[src/rtl/n64_pkg.sv]
// Shared types and constants for the N64 single-wire controller protocol blocks.
package n64_pkg;

  typedef enum logic [2:0] {
    IDLE    = 3'd0,
    TX_BIT  = 3'd1,
    TX_STOP = 3'd2,
    RX_WAIT = 3'd3,
    RX_BIT  = 3'd4,
    DONE    = 3'd5,
    GUARD   = 3'd6
  } state_t;

  localparam logic [7:0] CMD_POLL = 8'h01;

  // Bit-time multipliers in microseconds.
  localparam int T_LONG   = 3;
  localparam int T_SHORT  = 1;
  localparam int T_BIT    = 4;
  localparam int T_SAMPLE = 2;

endpackage

[src/rtl/n64_line_sync.sv]
// Two-flop synchroniser for the raw data_line level plus falling-edge detect.
module n64_line_sync (
  input  logic PCLK,
  input  logic PRESETN,
  input  logic line_in,
  output logic line_s,
  output logic fall_s
);

  logic meta;
  logic line_d;

  // Flops reset to 1 (idle, pulled-up line) so that leaving reset never looks like an edge.
  // NOTE: sequential state uses non-blocking (<=) so every flop samples pre-edge values.
  always_ff @(posedge PCLK or negedge PRESETN) begin
    if (!PRESETN) begin
      meta   <= 1'b1;
      line_s <= 1'b1;
      line_d <= 1'b1;
    end else begin
      meta   <= line_in;
      line_s <= meta;
      line_d <= line_s;
    end
  end

  assign fall_s = line_d & ~line_s;

endmodule

[src/rtl/n64_poll_engine.sv]
// N64 poll engine: sends the poll command on the open-drain data_line and
// captures the controller's 32-bit response by pulse-width sampling.
module n64_poll_engine
  import n64_pkg::*;
#(
  parameter int         US_CYCLES             = 100,
  parameter logic [7:0] CMD_BYTE              = CMD_POLL,
  parameter int         RESP_BITS             = 32,
  parameter int         FIRST_EDGE_TIMEOUT_US = 64,
  parameter int         BIT_TIMEOUT_US        = 8
) (
  input  logic                 PCLK,
  input  logic                 PRESETN,
  input  logic                 poll_start,
  input  logic                 line_in,
  output logic                 line_oe,
  output logic [RESP_BITS-1:0] buttons,
  output logic                 resp_valid,
  output logic                 timeout_err,
  output logic                 busy,
  output logic [2:0]           monitor_sig
);

  localparam int CNT_MAX = FIRST_EDGE_TIMEOUT_US * US_CYCLES;
  localparam int CNT_W   = $clog2(CNT_MAX + 1);
  localparam int BIT_W   = $clog2(RESP_BITS + 1);

  localparam logic [CNT_W-1:0] C_MAX      = CNT_W'(CNT_MAX);
  localparam logic [CNT_W-1:0] C_SHORT    = CNT_W'(T_SHORT * US_CYCLES);
  localparam logic [CNT_W-1:0] C_LONG     = CNT_W'(T_LONG * US_CYCLES);
  localparam logic [CNT_W-1:0] C_BIT_END  = CNT_W'(T_BIT * US_CYCLES - 1);
  localparam logic [CNT_W-1:0] C_STOP_END = CNT_W'((T_SHORT + 2) * US_CYCLES - 1);
  localparam logic [CNT_W-1:0] C_SAMPLE   = CNT_W'(T_SAMPLE * US_CYCLES);
  localparam logic [CNT_W-1:0] C_BIT_TO   = CNT_W'(BIT_TIMEOUT_US * US_CYCLES);
  localparam logic [CNT_W-1:0] C_GUARD    = CNT_W'(T_BIT * US_CYCLES - 1);
  localparam logic [BIT_W-1:0] LAST_BIT   = BIT_W'(RESP_BITS - 1);

  state_t               state, state_n;
  logic [CNT_W-1:0]     cnt, cnt_n, cnt_inc;
  logic [CNT_W-1:0]     hi_cnt, hi_cnt_n;
  logic [2:0]           bit_idx, bit_idx_n;
  logic [BIT_W-1:0]     rx_cnt, rx_cnt_n;
  logic [RESP_BITS-1:0] shift, shift_n;
  logic                 line_s;
  logic                 fall_s;

  n64_line_sync u_sync (
    .PCLK    (PCLK),
    .PRESETN (PRESETN),
    .line_in (line_in),
    .line_s  (line_s),
    .fall_s  (fall_s)
  );

  // Saturating so a stuck line can never wrap the counter back into a valid window.
  assign cnt_inc = (cnt == C_MAX) ? cnt : cnt + 1'b1;

  always_ff @(posedge PCLK or negedge PRESETN) begin
    if (!PRESETN) begin
      state   <= IDLE;
      cnt     <= '0;
      hi_cnt  <= '0;
      bit_idx <= '0;
      rx_cnt  <= '0;
      shift   <= '0;
      buttons <= '0;
    end else begin
      state   <= state_n;
      cnt     <= cnt_n;
      hi_cnt  <= hi_cnt_n;
      bit_idx <= bit_idx_n;
      rx_cnt  <= rx_cnt_n;
      shift   <= shift_n;
      if (state == DONE) buttons <= shift;
    end
  end

  // NOTE: every signal written here gets a default first, so no path can infer a latch.
  always_comb begin
    state_n     = state;
    cnt_n       = cnt_inc;
    hi_cnt_n    = hi_cnt;
    bit_idx_n   = bit_idx;
    rx_cnt_n    = rx_cnt;
    shift_n     = shift;
    line_oe     = 1'b0;
    resp_valid  = 1'b0;
    timeout_err = 1'b0;

    case (state)
      IDLE: begin
        cnt_n = '0;
        if (poll_start) begin
          state_n   = TX_BIT;
          bit_idx_n = 3'd7;
          rx_cnt_n  = '0;
          shift_n   = '0;
        end
      end
      TX_BIT: begin
        line_oe = (cnt < (CMD_BYTE[bit_idx] ? C_SHORT : C_LONG));
        if (cnt == C_BIT_END) begin
          cnt_n = '0;
          if (bit_idx == 3'd0) state_n = TX_STOP;
          else                 bit_idx_n = bit_idx - 3'd1;
        end
      end
      TX_STOP: begin
        line_oe = (cnt < C_SHORT);
        if (cnt == C_STOP_END) begin
          state_n = RX_WAIT;
          cnt_n   = '0;
        end
      end
      RX_WAIT: begin
        if (fall_s) begin
          state_n = RX_BIT;
          cnt_n   = '0;
        end else if (cnt == C_MAX) begin
          timeout_err = 1'b1;
          state_n     = IDLE;
        end
      end
      RX_BIT: begin
        // Any edge restarts the bit timer: before sampling it filters glitches,
        // after sampling it marks the next bit.
        if (fall_s) begin
          cnt_n = '0;
        end else if (cnt == C_SAMPLE) begin
          shift_n  = {shift[RESP_BITS-2:0], line_s};
          rx_cnt_n = rx_cnt + 1'b1;
          if (rx_cnt == LAST_BIT) begin
            state_n = DONE;
            cnt_n   = '0;
          end
        end else if (cnt == C_BIT_TO) begin
          timeout_err = 1'b1;
          state_n     = IDLE;
        end
      end
      DONE: begin
        resp_valid = 1'b1;
        state_n    = GUARD;
        cnt_n      = '0;
        hi_cnt_n   = '0;
      end
      GUARD: begin
        hi_cnt_n = line_s ? hi_cnt + 1'b1 : '0;
        if (fall_s) cnt_n = '0;
        if ((line_s && hi_cnt == C_GUARD) || cnt == C_BIT_TO) state_n = IDLE;
      end
      default: state_n = IDLE;
    endcase
  end

  assign busy        = (state != IDLE);
  assign monitor_sig = state;

endmodule

[config.mk]
export PLATFORM = sky130hd
export DESIGN_NAME = n64_poll_engine
export DESIGN_NICKNAME = d
export VERILOG_FILES = /design/src/rtl/n64_pkg.sv /design/src/rtl/n64_line_sync.sv /design/src/rtl/n64_poll_engine.sv
export SDC_FILE = /design/constraint.sdc
export NUM_CORES = 1
export LEC_CHECK = 0
export ABC_AREA = 1
export ABC_CLOCK_PERIOD_IN_PS = 2900
export BUFFER_PORTS_ARGS = -buffer_cell sky130_fd_sc_hd__buf_2
export CORE_ASPECT_RATIO = 0.75
export CORE_MARGIN = 3
export CORE_UTILIZATION = 50
export CTS_CLUSTER_SIZE = 30
export DETAILED_ROUTE_END_ITERATION = 10
export PLACE_DENSITY = 0.69
export SLEW_MARGIN = 10
export SYNTH_ARGS = -nofsm -noshare
export SYNTH_HDL_FRONTEND = slang
export SYNTH_SLANG_ARGS = --single-unit
export TNS_END_PERCENT = 10
[constraint.sdc]
create_clock -name PCLK -period 2.9 [get_ports PCLK]
set_input_delay 0.29 -clock PCLK [delete_from_list [all_inputs] [get_ports PCLK]]
set_output_delay 0.29 -clock PCLK [all_outputs]
set_load 0.03 [all_outputs]
==> impl_metrics.json, run 1 <==
{
  "tightest_slew_ps": 663,
  "synth-edff-count": 0,
  "dieHeight_um": 92.6,
  "clkTransAtPathRegs_ps": 70,
  "synth_area_leaders": "dfrtp_1, nand2_1, inv_1, o21ai_0, o22ai_1",
  "boundaryPins": 43,
  "cp_num_buf_inv": 3,
  "synth_cells": 568,
  "ys_ff_latch": 105,
  "die_area_um2": 11200,
  "grt_pass1_wl_um": 16600,
  "viasPerCell": 5.11,
  "fp-row-count": 30,
  "crit_fanout": 5,
  "crit_path_top_delay_cell": "dfrtp_1",
  "synth_nets": 581,
  "min_period_over_period": 0.872,
  "hp-class": "in -> reg",
  "critPathKind": "reg -> out",
  "drc": 0,
  "gp_congestion": 0.881,
  "start_kind": "register",
  "diodes": 0,
  "fin_area_um2": 5580,
  "clk_path_buf_depth": 2,
  "fmax_mhz": 396,
  "netlist_top_cells_count": "dfrtp_1, nand2_1, inv_1, nor2_1, o21ai_0",
  "clock_latency_ps": 350,
  "layout_setup_ws_ps": 372,
  "finalHoldViolations": 0,
  "antenna_found_initial": 0,
  "grtUsageTotal": 0.182,
  "maxSlewHeadroom": 0.557,
  "fin_worst_skew_ps": 6.85,
  "drv_slew": 0,
  "synth_area_um2": 5000,
  "status": "complete, no violations",
  "yosysTopAreaCell": "dfrtp_1",
  "synth_most_common_cell": "dfrtp_1",
  "cts-htree-levels": 3,
  "cts_tree": "built",
  "grt_max_degree": 54,
  "synth_flop_cell": "dfrtp_1",
  "multi_input_area_um2": 1900,
  "drtIter0Drc": 189,
  "critPathMaxStageDelay_ps": 390,
  "ir_worst_vdd_mv": 0.308,
  "wl_per_cell_um": 12.9,
  "rsz0062_at_grt": "no",
  "area_growth_pct": 11.6,
  "start_util": 0.533,
  "clock-sinks": 105,
  "cp.required_ps": 2610,
  "hpwl_um": 6700,
  "core_um2": 9380,
  "cpMostUsedCell": "nand2_1",
  "num_vias": 3785,
  "clockRootBuffer": "clkbuf_16",
  "regArea_um2": 2630,
  "yosys_warnings": 0,
  "cts_made_buffers": 9,
  "synth_cell_type_count": 36,
  "synthArstFlopShare": 1.00,
  "synth_top_area_frac": 0.511,
  "setup_viol": 0,
  "grt_remaining_overflow": 0,
  "drv_cap": 0,
  "finalNetCount": 620,
  "leakage_nw": 2.70,
  "seq_area_frac_synth": 0.526,
  "crit_path_end_kind": "output pin",
  "grt_pass1_vias": 3619,
  "finalSetupTns_ps": 0,
  "dpl_cell_area_um2": 5270,
  "worstPathArrival_ps": 2240,
  "period_minus_slack_ps": 2530,
  "drtAntennaViolNets": 0,
  "io_buffers": 42,
  "crit_chain": "inv_1 -> ha_1 -> inv_1 -> nor2_1 -> ha_1 -> nand2_1 -> nand2_1 -> nand3_1 -> nand2_1 -> nand2_1 -> nand2_1 -> a21oi_1 -> buf_2",
  "cp_top_family": "simple AND/OR/NAND/NOR gates",
  "nFillCells": 837,
  "avgSynthCellArea_um2": 8.80,
  "dp_slack_ps": 734,
  "power_density_nw_per_um2": 714,
  "drive_above_1_share": 0.170,
  "die_x_um": 121,
  "dr.pass1.iters": 5,
  "finalWirelength_um": 9560
}
## where the power goes
part	switching (mW)	total [mW]	internal [mW]	leakage [nW]
Sequential	0.109	1.65	1.54	1.44
Clock	0.583	1.21	0.626	0.144
Combinational	0.812	1.12	0.305	1.12
## worst reg2reg max path, stage by stage, from the launching register on
cell	delay (ps)
dfrtp_1	420
nor2_1	290
nand2_1	120
nor2_2	150
nand2_2	90
nor2_2	90
nand3_2	510
o22ai_1	380
## final cells by class
cell class,instances,area share
Tap cell,128,0.0287
Clock buffer,10,0.0428
Multi-Input combinational cell,358,0.341
Timing Repair Buffer,46,0.0462
Inverter,87,0.0585
Clock inverter,6,0.0110
Sequential cell,105,0.472
## layout by cell type, fill, tap and decap left out, types with 18 or more instances in the layout
cell type | netlist | layout
buf_2 | 7 | 41
dfrtp_1 | 102 | 102
inv_1 | 82 | 82
nand2_1 | 99 | 98
nand3_1 | 29 | 29
nor2_1 | 54 | 54
nor2_2 | 18 | 18
o21ai_0 | 47 | 47
o22ai_1 | 36 | 36
xor2_1 | 19 | 19
## routing by layer
layer / GRT usage / up-vias / routed length (um)
met5: 0 / - / 0
met3: 0.0592 / 8 / 468
met2: 0.287 / 80 / 4410
met1: 0.248 / 1791 / 4600
li1: - / 1906 / -
met4: 0.0392 / 0 / 79
## repair_timing
| item | 4_1_cts | 5_1_grt |
|---|---|---|
| hold buffers | 1 | 0 |
| endpoints found under the hold margin | 30 | 0 |
| gates resized for setup | 0 | 0 |
| buffers inserted | 0 | 0 |
## worst paths after layout
path                             startpoint            end  slack [ps]  cells after the start
worst min-delay path                line_in    u_sync.meta          30                      1
worst min register to register  u_sync.meta  u_sync.line_s         360                      0
worst max-delay path             bit_idx[0]        line_oe         370                     13
worst max register to register      cnt[11]      shift[11]         760                      7
max in group asynchronous           PRESETN  u_sync.line_d        1790                      3
min in group asynchronous           PRESETN       shift[9]         420                      2
## through the flow
stage          hold WS [ps]  total power [mW]  utilization  std cells
3_5_place_dp            276              2.80        0.561        723
4_1_cts                21.9              4.01        0.594        740
2_1_floorplan         -5.59              2.66            -        568
6_report               34.8              3.98        0.594        740
5_1_grt                20.5              4.23        0.594        740
3_3_place_gp            271              2.77        0.561        723
## state kept, by name, indices dropped and copies added, names as in the netlist
signal         cells
shift             32
monitor_sig        3
hi_cnt            13
u_sync.line_s      1
buttons           32
bit_idx            3
u_sync.meta        1
rx_cnt             6
u_sync.line_d      1
cnt               13
## kinds of logic after synthesis
| group | count (synthesis) | share of synthesized area |
|---|---|---|
| XOR/XNOR | 19 | 0.0333 |
| multiplexers | 1 | 0.00200 |
| AO/OA/AOI/OAI | 96 | 0.110 |
| AND/OR/NAND/NOR | 233 | 0.212 |
| buffers and inverters | 105 | 0.0936 |
| adder cells (fa/ha/maj) | 9 | 0.0225 |
| flip-flops | 105 | 0.526 |
No activity file was read; power rests on OpenSTA's default activity.
==> run 2, diff against run 1 <==
--- a/config.mk
+++ b/config.mk
@@ -6,13 +6,14 @@
 export NUM_CORES = 1
 export LEC_CHECK = 0
 export ABC_AREA = 1
-export ABC_CLOCK_PERIOD_IN_PS = 2900
+export ABC_CLOCK_PERIOD_IN_PS = 3000
 export BUFFER_PORTS_ARGS = -buffer_cell sky130_fd_sc_hd__buf_2
 export CORE_ASPECT_RATIO = 0.75
 export CORE_MARGIN = 3
 export CORE_UTILIZATION = 50
 export CTS_CLUSTER_SIZE = 30
 export DETAILED_ROUTE_END_ITERATION = 10
+export GPL_ROUTABILITY_DRIVEN = 0
 export PLACE_DENSITY = 0.69
 export SLEW_MARGIN = 10
 export SYNTH_ARGS = -nofsm -noshare
==> constraint.sdc (replaced) <==
create_clock -name PCLK -period 3 [get_ports PCLK]
set_input_delay 0.3 -clock PCLK [delete_from_list [all_inputs] [get_ports PCLK]]
set_output_delay 0.3 -clock PCLK [all_outputs]
set_load 0.03 [all_outputs]
==> impl_metrics.json, run 2 (synthesized netlist as in run 1, its figures left out) <==
{
  "pwr-share-seq": 0.417,
  "reg2reg_from": "cnt[11]",
  "area_growth_pct": 11.4,
  "grtUsageTotal": 0.191,
  "use_met1": 0.262,
  "clockRootBuffer": "clkbuf_16",
  "viasPerCell": 5.08,
  "min_period_over_period": 0.857,
  "diodes": 0,
  "crit_fanout": 5,
  "nFillCells": 842,
  "hpwl_um": 6840,
  "grt_remaining_overflow": 0,
  "finalHoldViolations": 0,
  "mostFrequentLayoutCells": "dfrtp_1, nand2_1, inv_1, nor2_1, o21ai_0",
  "hp-class": "in -> reg",
  "dieHeight_um": 92.6,
  "drtIter0Drc": 295,
  "finalWirelength_um": 9720,
  "io_buffers": 42,
  "rrSetupSlack_ps": 900,
  "post-route-util": 0.593,
  "worstPathArrival_ps": 2270,
  "ff2ff_path_depth": 7,
  "cts-htree-levels": 3,
  "swShare": 0.382,
  "cpMostUsedCell": "nand2_1",
  "tightest_slew_ps": 642,
  "total_power_mw": 3.84,
  "clock-sinks": 105,
  "grt.met2_usage": 0.297,
  "fp-row-count": 30,
  "die_x_um": 121,
  "holdPathStages": 1,
  "drtAntennaViolNets": 0,
  "grt_max_degree": 53,
  "crit_path_top_delay_cell": "dfrtp_1",
  "top_regs": "buttons x32, shift x32",
  "p_clk_frac": 0.301,
  "finalNetCount": 621,
  "boundaryPins": 43,
  "layout_setup_ws_ps": 428,
  "critPathMaxStageDelay_ps": 390,
  "intPower_mw": 2.37,
  "cts_made_buffers": 9,
  "p_switching_mw": 1.46,
  "hold_end": "u_sync.meta",
  "fmax_mhz": 389,
  "layout_commonest_cell": "dfrtp_1",
  "cts_tree": "built",
  "clock_latency_ps": 360,
  "regArea_um2": 2630,
  "setup_viol": 0,
  "clk_path_buf_depth": 2,
  "power_density_nw_per_um2": 689,
  "use_met3": 0.0586,
  "maxSlewHeadroom": 0.571,
  "finalSetupTns_ps": 0,
  "drv_slew": 0,
  "antenna_found_initial": 0,
  "start_util": 0.533,
  "crit_path_end_kind": "output pin",
  "busiest_layer": "met2",
  "grt_pass1_vias": 3669,
  "die_area_um2": 11200,
  "drc": 0,
  "num_vias": 3762,
  "grt_pass1_wl_um": 17300,
  "status": "complete, no violations",
  "core_um2": 9380,
  "drive_above_1_share": 0.171,
  "cp.required_ps": 2700,
  "drv_cap": 0,
  "critPathKind": "reg -> out",
  "wl_per_cell_um": 13.1,
  "leakage_nw": 2.70,
  "worstHoldStart": "line_in",
  "start_kind": "register",
  "ir_worst_vdd_mv": 0.309,
  "timing.rr.end": "shift[6]",
  "multi_input_area_um2": 1900,
  "crit_chain": "inv_1 -> ha_1 -> inv_1 -> nor2_1 -> ha_1 -> nand2_1 -> nand2_1 -> nand3_1 -> nand2_1 -> nand2_1 -> nand2_1 -> a21oi_1 -> buf_2",
  "dr.pass1.iters": 4,
  "rsz0062_at_grt": "no",
  "clkTransAtPathRegs_ps": 70,
  "fin_worst_skew_ps": 7.41,
  "period_minus_slack_ps": 2570,
  "dp_slack_ps": 818,
  "comb_power_share": 0.282
}
[run 2: cell count changes in the layout (fill, tap and decap cells not counted)]
cell,delta
buf_12,-1
clkbuf_8,-1
buf_4,+2
inv_6,+1
[run 2: metrics by stage]
step | instances | instance area [um2] | hold slack (ps)
2_1_floorplan | 568 | 5000 | 4.41
6_report | 741 | 5570 | 41.9
4_1_cts | 741 | 5570 | 32.4
5_1_grt | 741 | 5570 | 23.4
3_3_place_gp | 724 | 5260 | 325
3_5_place_dp | 724 | 5260 | 328
[run 2: critical path, delay by kind of cell, from the launching register on]
kind | cells | cell delay [ps]
buffers and inverters | 3 | 330
adder cells (fa/ha/maj) | 2 | 440
AND/OR/NAND/NOR | 7 | 630
flip-flops | 1 | 390
AO/OA/AOI/OAI | 1 | 120
[run 2: final cells by class]
| type | count | share of cell area |
|---|---|---|
| clock buffers | 9 | 0.0404 |
| clock inverters | 7 | 0.0126 |
| inverters | 87 | 0.0587 |
| multi-input cells | 358 | 0.342 |
| flip-flops and latches | 105 | 0.473 |
| well taps | 128 | 0.0288 |
| repair buffers | 47 | 0.0454 |
[run 2: what timing repair did]
item	4_1_cts	5_1_grt
hold endpoints to repair	39	0
gates resized for setup	0	0
hold buffers	1	0
buffers inserted	0	0
[run 2: worst max path at each step]
| stage | slack [ps] | startpoint | end |
|---|---|---|---|
| after floorplan | 840 | bit_idx[0] | line_oe |
| after global placement | 910 | bit_idx[0] | line_oe |
| after detailed placement | 820 | bit_idx[0] | line_oe |
| after CTS | 420 | bit_idx[0] | line_oe |
| after global routing | 190 | bit_idx[0] | line_oe |
| final | 430 | bit_idx[0] | line_oe |
[run 2: power groups by stage]
| stage | combinational (mW) | sequential, mW | clock (mW) |
|---|---|---|---|
| global placement | 1.06 | 1.62 | 0 |
| finish | 1.08 | 1.60 | 1.15 |
| global route | 1.22 | 1.62 | 1.25 |
| detailed placement | 1.09 | 1.62 | 0 |
| CTS | 1.09 | 1.60 | 1.19 |
| floorplan | 0.935 | 1.64 | 0 |
[run 2: layer usage]
metal | up-vias | wire length (um)
met5 | - | 0
met4 | 0 | 102
met3 | 8 | 473
met2 | 76 | 4520
met1 | 1774 | 4620
li1 | 1904 | -
